[src/rtl/uart_pkg.sv]
// uart_pkg: FCR field positions, 16-deep RX trigger levels and RX timeout FSM states.
package uart_pkg;
   localparam int FCR_EN   = 0;
   localparam int FCR_RXR  = 1;
   localparam int FCR_TXR  = 2;
   localparam int FCR_DMA  = 3;
   localparam int FCR_TRIG = 6;
   localparam int unsigned TRIG_LVL0 = 1;
   localparam int unsigned TRIG_LVL1 = 4;
   localparam int unsigned TRIG_LVL2 = 8;
   localparam int unsigned TRIG_LVL3 = 14;
   typedef enum logic [1:0] {
      TO_IDLE    = 2'd0,
      TO_COUNT   = 2'd1,
      TO_EXPIRED = 2'd2
   } to_state_e;
   function automatic int unsigned trig_level(input logic [1:0] sel);
      return sel == 2'd0 ? TRIG_LVL0 : sel == 2'd1 ? TRIG_LVL1 : sel == 2'd2 ? TRIG_LVL2 : TRIG_LVL3;
   endfunction
endpackage

[src/rtl/uart_rx_timeout.sv]
// uart_rx_timeout: character-timeout FSM; flags a non-empty RX FIFO left untouched
// for four character times of bit ticks.
module uart_rx_timeout
   import uart_pkg::*;
#(
   parameter int TO_W = 6
) (
   input  logic       clk,
   input  logic       rstn,
   input  logic       en,
   input  logic       clear,
   input  logic       empty,
   input  logic       bit_tick,
   input  logic [3:0] char_bits,
   output logic       rx_timeout
);
   to_state_e        state_q, state_d;
   logic [TO_W-1:0]  cnt_q, cnt_d;
   logic [TO_W-1:0]  thr;
   assign thr = TO_W'({char_bits, 2'b00});
   always_comb begin
      state_d = state_q;
      cnt_d   = cnt_q;
      if (!en || empty) begin
         state_d = TO_IDLE;
         cnt_d   = '0;
      end else if (state_q == TO_IDLE || clear) begin
         state_d = TO_COUNT;
         cnt_d   = '0;
      end else if (state_q == TO_COUNT && cnt_q >= thr) begin
         state_d = TO_EXPIRED;
         cnt_d   = '0;
      end else if (state_q == TO_COUNT && bit_tick) begin
         cnt_d   = cnt_q + 1'b1;
      end
   end
   always_ff @(posedge clk or negedge rstn) begin
      if (!rstn) begin
         state_q <= TO_IDLE;
         cnt_q   <= '0;
      end else begin
         state_q <= state_d;
         cnt_q   <= cnt_d;
      end
   end
   // en already folds in the RX reset pulse, so expiry drops in the pulse cycle
   assign rx_timeout = (state_q == TO_EXPIRED) && en;
endmodule

[src/rtl/uart_fifo_ctrl.sv]
// uart_fifo_ctrl: FCR decode, RX/TX FIFO reset pulses, RX pop gating, trigger and
// character-timeout indications for the UART FIFOs.
module uart_fifo_ctrl
   import uart_pkg::*;
#(
   parameter int DEPTH = 16,
   parameter int CNT_W = 5,
   parameter int TO_W  = 6
) (
   input  logic             clk,
   input  logic             rstn,
   input  logic             fcr_we,
   input  logic [7:0]       fcr_data,
   input  logic             rbr_rd,
   input  logic             rx_push,
   input  logic             bit_tick,
   input  logic [3:0]       char_bits,
   input  logic [CNT_W-1:0] rx_fifo_cnt,
   input  logic             rx_empty,
   output logic             rx_fifo_read,
   output logic             rx_fifo_rstn,
   output logic             tx_fifo_rstn,
   output logic             fifo_en,
   output logic             dma_mode,
   output logic             rx_trig,
   output logic             rx_timeout
);
   logic             fifo_en_q, fifo_en_d;
   logic             dma_q, dma_d;
   logic [1:0]       sel_q, sel_d;
   logic             rx_rst_q, rx_rst_d;
   logic             tx_rst_q, tx_rst_d;
   logic             trig_q, trig_d;
   logic             en_chg;
   logic [CNT_W-1:0] trig_lvl;
   // trigger table is defined for 16 entries; scale it for other depths
   assign trig_lvl = CNT_W'(trig_level(sel_q) * DEPTH / 16);
   always_comb begin
      en_chg    = fcr_data[FCR_EN] != fifo_en_q;
      fifo_en_d = fcr_we ? fcr_data[FCR_EN] : fifo_en_q;
      dma_d     = fcr_we ? fcr_data[FCR_DMA] : dma_q;
      sel_d     = (fcr_we && fcr_data[FCR_EN]) ? fcr_data[FCR_TRIG +: 2] : sel_q;
      rx_rst_d  = fcr_we && (fcr_data[FCR_RXR] || en_chg);
      tx_rst_d  = fcr_we && (fcr_data[FCR_TXR] || en_chg);
      trig_d    = fifo_en_q ? (rx_fifo_cnt >= trig_lvl) : !rx_empty;
   end
   always_ff @(posedge clk or negedge rstn) begin
      if (!rstn) begin
         fifo_en_q <= 1'b0;
         dma_q     <= 1'b0;
         sel_q     <= 2'b00;
         rx_rst_q  <= 1'b0;
         tx_rst_q  <= 1'b0;
         trig_q    <= 1'b0;
      end else begin
         fifo_en_q <= fifo_en_d;
         dma_q     <= dma_d;
         sel_q     <= sel_d;
         rx_rst_q  <= rx_rst_d;
         tx_rst_q  <= tx_rst_d;
         trig_q    <= trig_d;
      end
   end
   assign fifo_en      = fifo_en_q;
   assign dma_mode     = dma_q;
   assign rx_fifo_rstn = !rx_rst_q;
   assign tx_fifo_rstn = !tx_rst_q;
   assign rx_trig      = trig_q;
   assign rx_fifo_read = rbr_rd && !rx_empty && rx_fifo_rstn;
   uart_rx_timeout #(.TO_W(TO_W)) u_timeout (
      .clk        (clk),
      .rstn       (rstn),
      .en         (fifo_en_q && rx_fifo_rstn),
      .clear      (rx_push || rx_fifo_read),
      .empty      (rx_empty),
      .bit_tick   (bit_tick),
      .char_bits  (char_bits),
      .rx_timeout (rx_timeout)
   );
endmodule

[config.mk]
export PLATFORM = sky130hd
export DESIGN_NAME = uart_fifo_ctrl
export DESIGN_NICKNAME = d
export VERILOG_FILES = /design/src/rtl/uart_pkg.sv /design/src/rtl/uart_rx_timeout.sv /design/src/rtl/uart_fifo_ctrl.sv
export SDC_FILE = /design/constraint.sdc
export NUM_CORES = 1
export LEC_CHECK = 0
export CORE_AREA = 4 4 54 56
export CTS_CLUSTER_DIAMETER = 50
export DETAILED_ROUTE_END_ITERATION = 10
export DIE_AREA = 0 0 58 60
export GPL_ROUTABILITY_DRIVEN = 0
export PLACE_DENSITY = 0.69
export SYNTH_ARGS = -nofsm -noshare
export SYNTH_HDL_FRONTEND = slang
export SYNTH_SLANG_ARGS = --single-unit
[constraint.sdc]
create_clock -name clk -period 4.4 [get_ports clk]
set_input_delay 0.88 -clock clk [delete_from_list [all_inputs] [get_ports clk]]
set_output_delay 0.88 -clock clk [all_outputs]
set_load 0.02 [all_outputs]
Yosys cells after proc, flatten, opt, wreduce, memory -nomap -nowiden
Index checks and enable logic that the tools add are counted.
Widths: inputs -> output; s select.

word-level totals
  register bits after elaboration = 15
  input port bits = 24
  output and inout bits = 7

cells by class
  $add $sub $neg = 1
  magnitude comparators = 2
  equality and inequality tests = 5
  multiplexer cells = 11
  reduce and logical (&&, ||, !) cells = 22

operator list
  operator             count
  $mux 6               4
  $logic_and 1x1->1    9
  $mux 4               2
  $add 6x1->6 const B  1
  $ge 6x6->1           1
  $mux 2               3
  $ge 5x4->1           1
  $logic_or 1x1->1     5
  $eq 2x1->1 const B   2
  $eq 2x2->1 const B   2
  $logic_not 1->1      4
  $logic_not 2->1      2
  $reduce_bool 4->1    1
  $mux 3               1
  $reduce_bool 3->1    1
  $mux 1               1
  $ne 1x1->1           1

Depth between registers and ports, before layout
Gate-level depths: netlist of the first run.

  depth after elaboration = 7
  mapped depth = 6
  gate-level depth less buffers = 6

Modules after synthesis
Synthesis of the first run repeated with hierarchy kept, for this count alone.

second synthesis, totals
  cell total of the unflattened synthesis = 96
  area, all modules = 930.9 µm²

by module, submodules not included
  module           instances  cells each  area each (µm²)
  uart_rx_timeout  1          59          544.3
  uart_fifo_ctrl   1          37          386.6

Worst setup path after synthesis of the first run
No wires, ideal clock.

  kind = input port to output port
  start = input port rbr_rd
  end = output port rx_fifo_read
  arrival time = 1401 ps
  required time = 3520 ps
  path slack = 2119 ps
  stages = 1
  buffers on the path = 0
  cells stage by stage = nor3b_1

between the ends
  word-level cells in the longest chain between the ends = 2

RTL lines
  item                            line                  text
  start, declared                 uart_fifo_ctrl.sv:14  input logic rbr_rd,
  $logic_and 1x1->1 (2 in a row)  uart_fifo_ctrl.sv:69  assign rx_fifo_read = rbr_rd && !rx_empty && rx_fifo_rstn;
  end, declared                   uart_fifo_ctrl.sv:20  output logic rx_fifo_read,

Every way passes these cells.

Worst setup path after layout of the first run
Ends and elaborated chain as after synthesis.

==> summary.txt, run 1 <==
Yosys
  – Largest family of logic cells by synthesized area: simple AND/OR/NAND/NOR gates
  – Mux contribution to synthesized area: 0.0358
  – Synth Flop Type: dfrtp_1
  – Top cells by area, synth: dfrtp_1 40%, ha_1 13%, inv_1 5.6%, xnor2_1 4.6%, mux2_2 3.6%
  – Ys async rst share: 1.00
  – Post-synthesis cell count: 94
  – Synth cell types: 31
  – Area share of xor/xnor cells in the synthesized design: 0.0556
  – Synth area leader: dfrtp_1
  – Netlist Area Pre-Place: 945 um^2
  – Commonest cells post-synth: 15 x dfrtp_1, 14 x inv_1, 10 x ha_1, 7 x nand2_1
  – Post-Syn Nets: about 130
  – Mapped Avg Cell Area: 10.0 um^2
  – Synth Area in Adders: 0.132
  – Yosys top cell area share: 0.397
  – Synth Area in Simple Gates: 0.180
  – Compound-gate portion of the synthesized area: 0.143
  – Share of the yosys chip area belonging to registers: 0.397
  – Post-synth EDFFs: 0
  – YS warnings: 0
  – Count leader, synth: dfrtp_1
  – Synth Register Bits: 15

Power and ir drop
  – PwrDens: 234 mW/mm^2
  – P_leak: around 0.56 nW
  – VDD IR max: 169 uV

GRT
  – Initial antenna violation count: 0
  – GR Overflow Total: 0
  – First-pass GRT wire length: 3450 um
  – Largest net degree at the start of global routing: 16
  – Gr usage total: 0.128
  – Vias in the first global route: between 800 and 900

Routing
  – Via density: 4.96
  – Number of remaining DRC errors: 0
  – Total number of vias: about 770
  – DR iter-0 viols: 19
  – Drt pass-1 iters: 4
  – Final wirelength: around 1900 um
  – Avg WL per Cell: between 10 and 15 um
  – Routed Antenna Nets: 0

STA
  – Unrepaired setup endpoints after global routing: false
  – Slew headroom: 0.558
  – Max-slew violations: 0
  – Fmax: 328 MHz
  – WHS: 521 ps
  – Setup violators final: 0
  – Final hold vios: 0
  – Post-route setup TNS: 0 ps
  – Clock Skews: 5.57 ps
  – Crit share post-route: 0.693
  – Period minus WS final: 3050 ps
  – Worst Tran Pin Value: 661 ps

Critical path
  – Crit path max fanout: 2
  – CP startpoint kind: input pin
  – Setup CP Type: input pin to output pin
  – Crit path DAT: 2170 ps
  – Worst setup EP type: output pin
  – Data required, critical path: 3520 ps

Placement
  – Port bufs: 28
  – Post-DP HPWL: about 1600 um
  – Placed Instances: 152

Floorplanning
  – DIE AREA: 0.00348 mm^2
  – Core box area: 0.00243 mm^2
  – Die Y: 60 um
  – Die X: 58 um
  – FP Rows: 18
  – Starting Density: 0.388
  – IO Pins: 31

Clocking
  – Max clock buf depth: 2
  – Clk sink count: 15
  – Reg clk slew, reported paths: 80 ps
  – CTS buffer count: 3
  – Clock latency on the worst-skew pair: roughly 270 ps
  – Hold_buf cts: 0
  – TritonCTS clock tree: yes
  – Htree depth: 1
  – Cts repair resizes: 0
  – Root buf cell: clkbuf_4
  – # Post-CTS Setup Buffers: 0

Outcome
  – Status: complete, no violations

Finish
  – # diodes: 0
  – Ratio of cells with drive above 1 in the final layout: 0.143
  – Post-layout util: 0.530
  – Syn-to-layout area delta: 36.4%
  – Net count, final: 161
  – Final cell count without fillers: around 160

Hold path
  – Hold/Removal Path Class: flop to flop

Flow run
  – Max-cap violations: 0
cells in the final DEF (no fill, tap or decap), types with 2 or more instances in the layout:
cell and n:
a21o_1 2, a21oi_1 2, clkbuf_4 3, clkdlybuf4s50_1 28, dfrtp_1 15, ha_1 10
inv_1 14, mux2_2 3, nand2_1 7, nand3_1 3, nor2_1 3, nor2_2 5
nor2b_1 2, nor3_1 3, o21a_1 2, o21ai_0 2, xnor2_1 5
final cells by class:
type	count	area [um^2]
Sequential cell	15	375
Tap cell	30	37.5
Multi-Input combinational cell	65	517
Timing Repair Buffer	28	280
Clock buffer	4	26.3
Inverter	14	52.6
Fill cell	249	1140
through the flow:
stage / power, mW / instance area [um^2] / worst slack [ps]
after floorplan: 0.189 / 945 / 2120
after global placement: 0.227 / 1260 / 1290
after detailed placement: 0.229 / 1260 / 1320
after CTS: 0.308 / 1290 / 1320
after global routing: 0.322 / 1290 / 1260
final: 0.301 / 1290 / 1350
path summary, 6_finish.rpt:
kind,slack [ps],from,end,cells past startpoint
max,1350,rbr_rd,rx_fifo_read,3
min,520,dma_mode$_DFFE_PN0P_,dma_mode$_DFFE_PN0P_,1
max reg2reg,2630,u_timeout.cnt_q[5]$_DFFE_PN0P_,u_timeout.cnt_q[1]$_DFFE_PN0P_,5
min reg2reg,520,dma_mode$_DFFE_PN0P_,dma_mode$_DFFE_PN0P_,1
max in group asynchronous,2970,rstn,u_timeout.cnt_q[3]$_DFFE_PN0P_,1
min in group asynchronous,1000,rstn,rx_trig$_DFF_PN0_,1
critical path, stage by stage:
cell             delay, ps
clkdlybuf4s50_1        470
nor3b_1                180
clkdlybuf4s50_1        640
sequential cells by signal (all words and copies together), names as in the netlist:
register / flops
u_timeout.state_q: 2
u_timeout.cnt_q: 6
tx_rst_q: 1
sel_q: 2
fifo_en: 1
rx_trig: 1
dma_mode: 1
rx_rst_q: 1
cell families (layout without fill, tap and decap cells):
family                     Yosys count  after routing
muxes                                3              3
xor gates and xnor gates             6              6
buffers and inverters               14             46
DFF                                 15             15
and+or+nand+nor                     31             31
AOI/OAI and AO/OA                   15             15
adders and majority gates           10             10
where the power goes:
part | internal, mW | leakage, nW | switching [mW] | total (mW)
Sequential | 0.146 | 0.195 | 0.00686 | 0.153
Combinational | 0.0420 | 0.347 | 0.0310 | 0.0729
Clock | 0.0351 | 0.0150 | 0.0404 | 0.0755
per-layer routing:
layer,global-route usage,wire (um)
met1,0.136,766
met2,0.242,947
met3,0.0389,168
met4,0.0397,0
met5,0,0
Note: power is estimated with default switching activity, not from simulation.
==> run 2: changes to the inputs <==
--- a/config.mk
+++ b/config.mk
@@ -10,7 +10,7 @@
 export DETAILED_ROUTE_END_ITERATION = 10
 export DIE_AREA = 0 0 58 60
 export GPL_ROUTABILITY_DRIVEN = 0
-export PLACE_DENSITY = 0.69
+export PLACE_DENSITY = 0.72
 export SYNTH_ARGS = -nofsm -noshare
 export SYNTH_HDL_FRONTEND = slang
 export SYNTH_SLANG_ARGS = --single-unit
==> constraint.sdc (replaced) <==
create_clock -name clk -period 2.55 [get_ports clk]
set_input_delay 0.51 -clock clk [delete_from_list [all_inputs] [get_ports clk]]
set_output_delay 0.51 -clock clk [all_outputs]
set_load 0.02 [all_outputs]
==> summary.txt, run 2 (synthesis gave the netlist of run 1 again) <==
Critical path
  – Top delay family on crit path: buffers and inverters
  – Worst path slowest cell: clkdlybuf4s50_1
  – CP startpoint kind: input pin
  – Crit path max fanout: 3 (+1)
  – CP most frequent cell: clkdlybuf4s50_1
  – Worst path max stage delay: 650 ps (about the same)
  – Crit path DAT: 1850 ps (-320 ps)
  – Critical path buffers and inverters: 2 (unchanged)
  – Setup CP Type: input pin to output pin
  – CP cell instances: clkdlybuf4s50_1, nor3b_1, clkdlybuf4s50_1
  – Data required, critical path: 2040 ps (-1480 ps)
  – Worst setup EP type: output pin

Routing
  – Total number of vias: 749 (-3.2%)
  – Met3 Wirelength: 165 um (-1.8%)
  – Drt pass-1 iters: 1 (-3)
  – Met2 wire length: 924 um (-2.4%)
  – DR top layer: met3
  – Final wirelength: 1930 um (+2.3%)
  – Via density: 4.80 (-3.2%)
  – Wl on met1: 835 um (+9.0%)
  – Routed Antenna Nets: 0 (unchanged)
  – Number of remaining DRC errors: 0 (unchanged)
  – DR iter-0 viols: 0 (-19)
  – Avg WL per Cell: 12.3 um (+2.3%)

GRT
  – First-pass GRT wire length: 3340 um (-3.2%)
  – Largest net degree at the start of global routing: 16 (unchanged)
  – Initial antenna violation count: 0 (unchanged)
  – Gr usage total: 0.126 (-0.00267)
  – GR Overflow Total: 0 (unchanged)
  – Vias in the first global route: 807 (-6.2%)

Power and ir drop
  – Clock share of power: 0.256 (+0.005)
  – Sequential share of power: 0.504 (-0.003)
  – Final Total Pwr: 0.523 mW (+74%)
  – Internal cell power: 0.384 mW (+73%)
  – PwrDens: 406 mW/mm^2 (+74%)
  – Combinational Power Share: 0.240 (-0.002)
  – VDD IR max: 286 uV (+70%)
  – Psw: 0.139 mW (+77%)
  – P_leak: 0.556 nW (unchanged)
  – Switching Fraction: 0.265 (+0.00529)

Floorplanning
  – Starting Density: 0.388 (unchanged)
  – Die X: 58 um (unchanged)
  – IO Pins: 31 (unchanged)
  – DIE AREA: 0.00348 mm^2 (unchanged)
  – Die Y: 60 um (unchanged)
  – FP Rows: 18 (unchanged)
  – Core box area: 0.00243 mm^2 (unchanged)

Finish
  – Final cell count without fillers: 156 (unchanged)
  – Post-layout util: 0.530 (unchanged)
  – Commonest cells after routing, fill and taps aside: 28 x clkdlybuf4s50_1, 15 x dfrtp_1, 14 x inv_1
  – Net count, final: 161 (unchanged)
  – # diodes: 0 (unchanged)
  – Final Cell Area: 0.00129 mm^2 (unchanged)
  – Largest registers: u_timeout.cnt_q x6, sel_q x2, u_timeout.state_q x2
  – Commonest non-fill, non-tap cell in the layout: clkdlybuf4s50_1
  – Largest register FFs: 6 (unchanged)
  – Syn-to-layout area delta: 36.4% (unchanged)
  – Ratio of cells with drive above 1 in the final layout: 0.143 (unchanged)
  – Fillers: 237 (-4.8%)
  – Biggest register: u_timeout.cnt_q

STA
  – Final hold vios: 0 (unchanged)
  – Clock Skews: 5.71 ps (+0.139 ps)
  – Crit share post-route: 0.927
  – WHS: 517 ps (-4.02 ps)
  – Fmax: 423 MHz
  – Worst Tran Pin Value: 661 ps (+0.300 ps)
  – Max-slew violations: 0 (unchanged)
  – Post-route setup TNS: 0 ps (unchanged)
  – Final setup margin: 185 ps (-1170 ps)
  – Period minus WS final: 2360 ps
  – Unrepaired setup endpoints after global routing: false
  – Setup violators final: 0 (unchanged)
  – Slew headroom: 0.558 (about the same)

Placement
  – Worst slack, placed: 147 ps (-1170 ps)
  – Post-DP HPWL: 1580 um (-0.55%)
  – Port bufs: 28 (unchanged)
  – Placed Instance Area: 0.00126 mm^2 (unchanged)
  – Placed Instances: 152 (unchanged)

Clocking
  – Clock latency on the worst-skew pair: 280 ps (about the same)
  – Root buf cell: clkbuf_4
  – CTS buffer count: 3 (unchanged)
  – Htree depth: 1 (unchanged)
  – Clk sink count: 15 (unchanged)
  – Reg clk slew, reported paths: 80 ps (about the same)
  – # Post-CTS Setup Buffers: 0 (unchanged)
  – Max clock buf depth: 2 (unchanged)
  – Hold_buf cts: 0 (unchanged)
  – Cts repair resizes: 0 (unchanged)
  – TritonCTS clock tree: yes

Outcome
  – Status: complete, no violations

Hold path
  – Hold/Removal Path Class: flop to flop

Flow run
  – Max-cap violations: 0 (unchanged)
-- run 2: worst paths after layout --
check / to / from / slack [ps] / cells after the start
worst max-delay path: rx_fifo_read / rx_empty / 190 / 3
worst min-delay path: dma_mode$_DFFE_PN0P_ / dma_mode$_DFFE_PN0P_ / 520 / 1
worst max register to register: u_timeout.cnt_q[2]$_DFFE_PN0P_ / u_timeout.cnt_q[5]$_DFFE_PN0P_ / 760 / 5
worst min register to register: dma_mode$_DFFE_PN0P_ / dma_mode$_DFFE_PN0P_ / 520 / 1
max in group asynchronous: u_timeout.cnt_q[2]$_DFFE_PN0P_ / rstn / 1490 / 1
min in group asynchronous: u_timeout.cnt_q[4]$_DFFE_PN0P_ / rstn / 630 / 1
-- run 2: layout make-up --
class                      count  area [um^2]  share of cell area
multi-input combinational     65          517               0.401
sequential                    15          375               0.291
timing repair buffer          28          280               0.217
inverter                      14         52.6              0.0408
tap                           30         37.5              0.0291
clock buffer                   4         26.3              0.0204
-- run 2: metal layers --
layer | track usage | vias up
li1 | - | 381
met1 | 0.138 | 341
met2 | 0.226 | 27
met3 | 0.0389 | 0
met4 | 0.0497 | 0
met5 | 0 | -
-- run 2: power by group through the flow --
stage                     clock (mW)  sequential (mW)  combinational, mW
final                          0.134            0.263              0.126
after global routing           0.146            0.266              0.140
after CTS                      0.138            0.264              0.128
after detailed placement           0            0.268              0.127
after global placement             0            0.268              0.124
after floorplan                    0            0.272             0.0533
